--- config.mk ---
export PLATFORM = sky130hd
export DESIGN_NAME = mem_stage_flat
export DESIGN_NICKNAME = d
export VERILOG_FILES = /design/src/rtl/mem_stage_if.sv /design/src/rtl/mem_stage.sv /design/src/flat_wrapper.sv
export SDC_FILE = /design/constraint.sdc
export NUM_CORES = 1
export LEC_CHECK = 0
export CAP_MARGIN = 20
export CORE_ASPECT_RATIO = 0.6
export CORE_MARGIN = 10
export CORE_UTILIZATION = 36
export DETAILED_ROUTE_END_ITERATION = 8
export GPL_ROUTABILITY_DRIVEN = 0
export PLACE_DENSITY_LB_ADDON = 0.12
export SLEW_MARGIN = 0
export SYNTH_ARGS = -nofsm -noshare
export SYNTH_HDL_FRONTEND = slang
export SYNTH_SLANG_ARGS = --single-unit
--- constraint.sdc ---
create_clock -name clk -period 3 [get_ports clk]
set_input_delay 0.45 -clock clk [delete_from_list [all_inputs] [get_ports clk]]
set_output_delay 0.45 -clock clk [all_outputs]
set_load 0.02 [all_outputs]
--- src/rtl/mem_stage_if.sv ---
// Data-bus bundle between the memory stage (master) and the data memory/bus (slave).
interface mem_stage_if;
    logic        dbus_req;
    logic        dbus_we;
    logic [31:0] dbus_addr;
    logic [3:0]  dbus_be;
    logic [31:0] dbus_wdata;
    logic [31:0] dbus_rdata;
    logic        dbus_ack;

    modport master (
        output dbus_req, dbus_we, dbus_addr, dbus_be, dbus_wdata,
        input  dbus_rdata, dbus_ack
    );

    modport slave (
        input  dbus_req, dbus_we, dbus_addr, dbus_be, dbus_wdata,
        output dbus_rdata, dbus_ack
    );
endinterface

--- src/rtl/mem_stage.sv ---
// MIPS memory-access stage: ALU pass-through, req/ack data-bus transactions with
// byte-lane steering, load extension, alignment exceptions and pipeline stall.
module mem_stage (
    input  logic        clk,
    input  logic        rst,
    input  logic [4:0]  ex_wd,
    input  logic [31:0] ex_wdata,
    input  logic        ex_wreg,
    input  logic [3:0]  ex_memop,
    input  logic [31:0] ex_maddr,
    input  logic [31:0] ex_sdata,
    output logic [4:0]  mem_wd,
    output logic [31:0] mem_wdata,
    output logic        mem_wreg,
    output logic        mem_excp,
    output logic        stallreq,
    mem_stage_if.master dbus
);

    localparam logic [3:0] OP_LB  = 4'd1;
    localparam logic [3:0] OP_LBU = 4'd2;
    localparam logic [3:0] OP_LH  = 4'd3;
    localparam logic [3:0] OP_LHU = 4'd4;
    localparam logic [3:0] OP_LW  = 4'd5;
    localparam logic [3:0] OP_SB  = 4'd6;
    localparam logic [3:0] OP_SH  = 4'd7;
    localparam logic [3:0] OP_SW  = 4'd8;

    typedef enum logic [1:0] {
        S_IDLE,
        S_BUSY,
        S_DONE
    } state_e;

    state_e      r_state;
    state_e      w_next_state;
    logic [31:0] r_ldata;

    logic        w_is_load;
    logic        w_is_store;
    logic        w_is_mem;
    logic        w_misaligned;
    logic        w_capture;
    logic [7:0]  w_rbyte;
    logic [15:0] w_rhalf;
    logic [3:0]  w_lane_be;
    logic [31:0] w_lane_wdata;
    logic [31:0] w_lext;

    logic        w_req;
    logic        w_we;
    logic [31:0] w_addr;
    logic [3:0]  w_be;
    logic [31:0] w_bwdata;

    assign w_is_load  = (ex_memop >= OP_LB) && (ex_memop <= OP_LW);
    assign w_is_store = (ex_memop >= OP_SB) && (ex_memop <= OP_SW);
    assign w_is_mem   = w_is_load || w_is_store;

    always_comb begin
        w_misaligned = 1'b0;
        case (ex_memop)
            OP_LH, OP_LHU, OP_SH: w_misaligned = ex_maddr[0];
            OP_LW, OP_SW:         w_misaligned = |ex_maddr[1:0];
            default:              w_misaligned = 1'b0;
        endcase
    end

    // Little-endian lane selection of the returned word.
    always_comb begin
        w_rbyte = dbus.dbus_rdata[7:0];
        case (ex_maddr[1:0])
            2'd0: w_rbyte = dbus.dbus_rdata[7:0];
            2'd1: w_rbyte = dbus.dbus_rdata[15:8];
            2'd2: w_rbyte = dbus.dbus_rdata[23:16];
            2'd3: w_rbyte = dbus.dbus_rdata[31:24];
            default: w_rbyte = dbus.dbus_rdata[7:0];
        endcase
    end

    assign w_rhalf = ex_maddr[1] ? dbus.dbus_rdata[31:16] : dbus.dbus_rdata[15:0];

    // NOTE: every always_comb output gets a default first so no path infers a latch.
    always_comb begin
        w_lane_be    = 4'b0000;
        w_lane_wdata = 32'h0;
        w_lext       = 32'h0;
        case (ex_memop)
            OP_LB: begin
                w_lane_be = 4'b0001 << ex_maddr[1:0];
                w_lext    = {{24{w_rbyte[7]}}, w_rbyte};
            end
            OP_LBU: begin
                w_lane_be = 4'b0001 << ex_maddr[1:0];
                w_lext    = {24'h0, w_rbyte};
            end
            OP_LH: begin
                w_lane_be = ex_maddr[1] ? 4'b1100 : 4'b0011;
                w_lext    = {{16{w_rhalf[15]}}, w_rhalf};
            end
            OP_LHU: begin
                w_lane_be = ex_maddr[1] ? 4'b1100 : 4'b0011;
                w_lext    = {16'h0, w_rhalf};
            end
            OP_LW: begin
                w_lane_be = 4'b1111;
                w_lext    = dbus.dbus_rdata;
            end
            OP_SB: begin
                w_lane_be    = 4'b0001 << ex_maddr[1:0];
                w_lane_wdata = {4{ex_sdata[7:0]}};
            end
            OP_SH: begin
                w_lane_be    = ex_maddr[1] ? 4'b1100 : 4'b0011;
                w_lane_wdata = {2{ex_sdata[15:0]}};
            end
            OP_SW: begin
                w_lane_be    = 4'b1111;
                w_lane_wdata = ex_sdata;
            end
            default: begin
                w_lane_be    = 4'b0000;
                w_lane_wdata = 32'h0;
                w_lext       = 32'h0;
            end
        endcase
    end

    always_comb begin
        w_next_state = r_state;
        w_capture    = 1'b0;
        mem_wd       = ex_wd;
        mem_wdata    = ex_wdata;
        mem_wreg     = ex_wreg;
        mem_excp     = 1'b0;
        stallreq     = 1'b0;
        w_req        = 1'b0;
        w_we         = 1'b0;
        w_addr       = 32'h0;
        w_be         = 4'b0000;
        w_bwdata     = 32'h0;

        case (r_state)
            S_DONE: begin
                // Always back to IDLE so the held ex_mem op is never reissued.
                w_next_state = S_IDLE;
                mem_wdata    = w_is_load ? r_ldata : ex_wdata;
            end
            default: begin
                if (w_is_mem) begin
                    mem_wreg = 1'b0;
                    if (w_misaligned) begin
                        mem_excp     = 1'b1;
                        w_next_state = S_IDLE;
                    end else begin
                        stallreq = 1'b1;
                        w_req    = 1'b1;
                        w_we     = w_is_store;
                        w_addr   = {ex_maddr[31:2], 2'b00};
                        w_be     = w_lane_be;
                        w_bwdata = w_lane_wdata;
                        if (dbus.dbus_ack) begin
                            w_next_state = S_DONE;
                            w_capture    = 1'b1;
                        end else begin
                            w_next_state = S_BUSY;
                        end
                    end
                end
            end
        endcase

        // Reset silences every output at once, abandoning any open request.
        if (!rst) begin
            mem_wd    = 5'h0;
            mem_wdata = 32'h0;
            mem_wreg  = 1'b0;
            mem_excp  = 1'b0;
            stallreq  = 1'b0;
            w_req     = 1'b0;
            w_we      = 1'b0;
            w_addr    = 32'h0;
            w_be      = 4'b0000;
            w_bwdata  = 32'h0;
        end
    end

    assign dbus.dbus_req   = w_req;
    assign dbus.dbus_we    = w_we;
    assign dbus.dbus_addr  = w_addr;
    assign dbus.dbus_be    = w_be;
    assign dbus.dbus_wdata = w_bwdata;

    // NOTE: state registers use non-blocking assignments so every flop samples pre-edge values.
    always_ff @(posedge clk) begin
        if (!rst) begin
            r_state <= S_IDLE;
            r_ldata <= 32'h0;
        end else begin
            r_state <= w_next_state;
            if (w_capture) begin
                r_ldata <= w_is_load ? w_lext : 32'h0;
            end
        end
    end

endmodule

--- src/flat_wrapper.sv ---
// flat-port wrapper written by rule: the top's interface ports become plain ports
module mem_stage_flat 
  (clk, rst, ex_wd, ex_wdata, ex_wreg, ex_memop, ex_maddr, ex_sdata, mem_wd, mem_wdata, mem_wreg, mem_excp, stallreq, dbus_dbus_req, dbus_dbus_we, dbus_dbus_addr, dbus_dbus_be, dbus_dbus_wdata, dbus_dbus_rdata, dbus_dbus_ack);
  mem_stage_if dbus_i ();
  input  logic clk;
  input  logic rst;
  input  logic [4:0] ex_wd;
  input  logic [31:0] ex_wdata;
  input  logic ex_wreg;
  input  logic [3:0] ex_memop;
  input  logic [31:0] ex_maddr;
  input  logic [31:0] ex_sdata;
  output logic [4:0] mem_wd;
  output logic [31:0] mem_wdata;
  output logic mem_wreg;
  output logic mem_excp;
  output logic stallreq;
  output wire logic [$bits(dbus_i.dbus_req)-1:0] dbus_dbus_req;
  output wire logic [$bits(dbus_i.dbus_we)-1:0] dbus_dbus_we;
  output wire logic [$bits(dbus_i.dbus_addr)-1:0] dbus_dbus_addr;
  output wire logic [$bits(dbus_i.dbus_be)-1:0] dbus_dbus_be;
  output wire logic [$bits(dbus_i.dbus_wdata)-1:0] dbus_dbus_wdata;
  input wire logic [$bits(dbus_i.dbus_rdata)-1:0] dbus_dbus_rdata;
  input wire logic [$bits(dbus_i.dbus_ack)-1:0] dbus_dbus_ack;
  assign dbus_dbus_req = dbus_i.dbus_req;
  assign dbus_dbus_we = dbus_i.dbus_we;
  assign dbus_dbus_addr = dbus_i.dbus_addr;
  assign dbus_dbus_be = dbus_i.dbus_be;
  assign dbus_dbus_wdata = dbus_i.dbus_wdata;
  assign dbus_i.dbus_rdata = dbus_dbus_rdata;
  assign dbus_i.dbus_ack = dbus_dbus_ack;
  mem_stage u_core (.clk(clk), .rst(rst), .ex_wd(ex_wd), .ex_wdata(ex_wdata), .ex_wreg(ex_wreg), .ex_memop(ex_memop), .ex_maddr(ex_maddr), .ex_sdata(ex_sdata), .mem_wd(mem_wd), .mem_wdata(mem_wdata), .mem_wreg(mem_wreg), .mem_excp(mem_excp), .stallreq(stallreq), .dbus(dbus_i));
endmodule
Yosys cells after proc, flatten, opt, wreduce, memory -nomap -nowiden
Index checks and enable logic that the tools add are counted.

storage, ports and cells
  register bits = 34
  output and inout port bits = 110
  RAM bits = 0
  input bits = 141
  word-level logic and storage cells = 74
  memory bits (read-only) = 0
  memories = 0
  bits in latches = 0

operators by class
  reduce and logical (&&, ||, !) cells = 9
  shift operators = 1
  multiply operators = 0
  multiplexer cells = 45
  div/mod/pow operators = 0
  eq/ne operators = 12
  bitwise gates (word level) = 1
  add/subtract/negate cells = 0
  $lt $le $gt $ge = 4

operator list
  kind                 count
  $mux 32              12
  $pmux 32 s5          1
  $pmux 32 s3          1
  $pmux 8 s4           1
  $mux 4               5
  $mux 1               19
  $eq 4x3->1 const B   4
  $mux 16              1
  $pmux 4 s3           1
  $eq 4x2->1 const B   2
  $eq 2x2->1 const B   3
  $reduce_or 2->1      3
  $reduce_or 3->1      2
  $mux 5               1
  $eq 4x1->1 const B   1
  $eq 4x4->1 const B   1
  $ge 4x1->1 const B   1
  $ge 4x3->1 const B   1
  $le 4x3->1 const B   1
  $le 4x4->1 const B   1
  $mux 2               2
  $shl 1x2->4 const A  1
  $eq 2x1->1 const B   1
  $logic_and 1x1->1    2
  4 further kinds      4

Depth between registers and ports, before layout
  depth after elaboration = 7
  depth in mapped cells = 8

Least setup slack after synthesis
OpenSTA, ideal clock, no wires.

  kind = input to output
  start point = in ex_memop[1]
  end point = out mem_wdata[10]
  path slack = 770 ps
  stages on the path = 8
  arrival = 1,780 ps
  buffers on the path = 3
  data required time = 2,550 ps
  cells stage by stage = buf_6 > nand2_1 > nor3b_2 > and2_0 > clkbuf_1 > buf_2 > nand2_1 > a21oi_1

on the way
  word-level cells in the longest chain between the ends = 5

ends and longest elaborated chain
  element                                   line                source
  from (decl)                               flat_wrapper.sv:10  input logic [3:0] ex_memop;
  $ge 4x1->1 or $le 4x3->1 (tied branches)  mem_stage.sv:56     assign w_is_load = (ex_memop >= OP_LB) && (ex_memop <= OP_LW);
  $logic_and 1x1->1 *                       mem_stage.sv:56
  $mux 32 *                                 mem_stage.sv:147    mem_wdata = w_is_load ? r_ldata : ex_wdata;
  $mux 32 *                                 mem_stage.sv:143    case (r_state)
  $mux 32 *                                 mem_stage.sv:174    if (!rst) begin
  to (decl)                                 flat_wrapper.sv:14  output logic [31:0] mem_wdata;

Mark *: on every way between the ends. The rest lies on a longest branch, timed or not.

Worst setup path in the final report
  start point = in ex_memop[1]
  end point = out mem_wdata[29]

The elaborated chain is that of the path after synthesis.

==> results.cfg <==
[synth]
synth_cell_type_count = 58
synth_area_leaders = dfxtp_1 22%, nand2_1 12%, a21oi_1 11%
synthCells = 438
syn_area_um2 = 3143
synth_top_cell_area_share_pct = 21.66
yosysTopAreaCell = dfxtp_1
seq_area_frac_synth_pct = 21.66
ys_ff_latch = 34
postSynth.asyncResetShare_pct = 0
synth-edff-count = 0
synth_warnings = 0
syn_area_per_cell_um2 = 7.176
synth_flop_cell = dfxtp_1

[clocking]
post_cts_resized = 83
cts-root-buf = clkbuf_16
cts_tree = built
cts.path.max_buffers = 2
insertion_delay_ns = 0.28
clock_sinks = 34
hold_buffers = 0
clk_pin_slew_ns = 0.05
cts_setup_buffers = 0
cts_buffers = 5
htreeDepth = 2

[pwr]
vdd_ir_drop_max_mv = 0.2115
clkPwrFrac_pct = 31.9
p_switching_mw = 0.5043
leakage_nw = 2.931
power_density_nw_per_um2 = 272.5
combPwrFrac_pct = 39.9
intPower_mw = 1.126
sw_frac_of_total_pct = 30.93
pwr-share-seq_pct = 28.2

[timing]
fin_crit_sh_pct = 97.07
worst_slack_ns = 0.08804
max_slew_margin_pct = 47.40
timing.final.hold_violations = 0
clock_skew_ns = 0.002028
grt_setup_unrepaired = true
final-max-slew-violation-count = 0
tightest_slew_ns = 0.7825
min_period_ns = 2.912
fin_hold_ws_ns = 0.4632
setup_violations = 0
fmax_mhz = 343.4

[status]
outcome = finished, final reports clean

[cells_and_area]
area_growth_pct = 90.37
final_cell_mix = 145 x clkdlybuf4s50_1, 97 x nand2_1, 79 x dlygate4sd2_1, 69 x a21oi_1, 39 x and2_1
final_nets = 829
fin_area_um2 = 5983
layout_commonest_cell = clkdlybuf4s50_1
drive_gt1_share_pct = 10.74
nFillCells = 717

[global_route]
grt_pass1_vias = 4131
grt_max_degree = 35
grt_pass1_wl_um = 23870
track_usage_pct = 22.38
globalRoute.totalOverflow = 0
antenna_found_initial = 1

[worst_hold_path]
min_path_type = reg2reg
hold_path_end = u_core.r_ldata[17]$_SDFFE_PN0P_
hp-start = u_core.r_ldata[17]$_SDFFE_PN0P_
hold_depth = 1

[critical_path]
cpPeakStageDelay_ns = 0.55
required_ns = 2.55
cp_cell_sequence = clkdlybuf4s50_1 > nor3_4 > nor3b_2 > and2_0 > buf_12 > nand2_1 > a21oi_1 > dlygate4sd2_1
cp_max_fo = 32
worstSetupEndpointType = output port
rrSetupSlack_ns = 1.28
crit_slowest_cell = clkdlybuf4s50_1
path_buf_inv = 3
criticalPathCategory = in2out
rr_startpoint = u_core.r_state[0]$_SDFFE_PP0N_
r2r-end = u_core.r_ldata[14]$_SDFFE_PN0P_
r2r_cells = 6
cp-start-kind = primary input
cp_data_arrival_time_ns = 2.46
cpLargestDelayFamily = buffers and inverters

[place]
place_ws_ns = -0.2024
dpl.hpwl_um = 12650
portBuffers = 248
dpl_cell_area_um2 = 5861

[routing]
ant_nets = 0
avgViaCountPerCell = 5.307
num_vias = 4256
drtIter0Drc = 304
dr.pass1.iters = 5
met2WireLength_um = 7506
wl_per_cell_um = 19.52
topRoutingLayerUsed = met4
drc = 0
wl_met1_um = 6667
wl_met3_um = 1326
wl_um = 15660

[floorplan]
core_um2 = 8491
fp-row-count = 26
chipHeight_um = 92.38
ios = 251
die-area_um2 = 12990
fp.dieW_um = 140.6
initial_utilization_pct = 37.02

[job]
drv_cap = 0
registers in the layout (all words and copies together) (netlist names):
| signal | flops |
|---|---|
| u_core.r_ldata | 32 |
| u_core.r_state | 2 |
cell families after synthesis:
group	share of synthesized area (%)
AO/OA/AOI/OAI	32.64
other	0.1193
XOR/XNOR	0.2787
buffers and inverters	8.400
AND/OR/NAND/NOR	29.82
flip-flops	21.66
multiplexers	7.086
through the flow:
stage                     setup TNS, ns  std cells  power (mW)  utilization, %
after floorplan                       0        439      0.7643               -
after global placement           -4.431        793       1.137           69.02
after detailed placement         -8.397        793       1.148           69.02
after CTS                             0        801       1.631           69.75
after global routing           -0.01721        802       1.699           70.47
final                                 0        802       1.630           70.47
layer usage:
metal | global-route usage (%) | vias up
li1 | - | 2073
met1 | 28.42 | 1965
met2 | 36.65 | 207
met3 | 7.394 | 11
met4 | 3.853 | 0
met5 | 0 | -
power by group through the flow:
stage | logic (mW) | clock network [mW] | registers [mW]
2_1_floorplan | 0.296 | 0 | 0.468
3_3_place_gp | 0.668 | 0 | 0.469
3_5_place_dp | 0.679 | 0 | 0.469
4_1_cts | 0.650 | 0.522 | 0.460
5_1_grt | 0.694 | 0.545 | 0.460
6_report | 0.651 | 0.519 | 0.460
cell usage after synthesis, types with 4 or more instances:
cell type,count
and3_1,8
buf_2,22
mux2_2,16
o2bb2ai_1,31
a221oi_1,10
inv_1,5
dfxtp_1,34
a22oi_1,10
nor2_1,17
a21oi_1,69
clkbuf_1,5
a222oi_1,6
nand2b_1,4
nand2_1,97
and2_1,39
buf_4,9
worst max-delay path by stage:
stage,from,depth (start not counted),slack (ns),to
floorplan,ex_memop[1],8,0.77,mem_wdata[10]
global placement,ex_memop[0],8,-0.16,mem_wdata[4]
detailed placement,ex_memop[0],8,-0.20,mem_wdata[29]
CTS,ex_memop[2],8,0.003,dbus_dbus_wdata[30]
global route,ex_memop[1],8,-0.01,mem_wdata[16]
finish,ex_memop[1],8,0.09,mem_wdata[29]
worst register-to-register path: cells and delay by family (launching register included):
family,cells,cell delay [ns]
buf+inv,2,0.45
compound gates,1,0.15
flops,1,0.35
simple gates,3,0.69
cell type report:
class                   count  area (µm²)  area share, %
flip-flops and latches     34       680.7          11.38
well taps                 112       140.1          2.342
clock inverters             1       5.005        0.08365
multi-input cells         357        2208          36.91
clock buffers               7       142.6          2.384
diodes                      1       2.502        0.04182
inverters                   6       22.52         0.3764
repair buffers            284        2781          46.49
(Power assumes the default switching activity.)
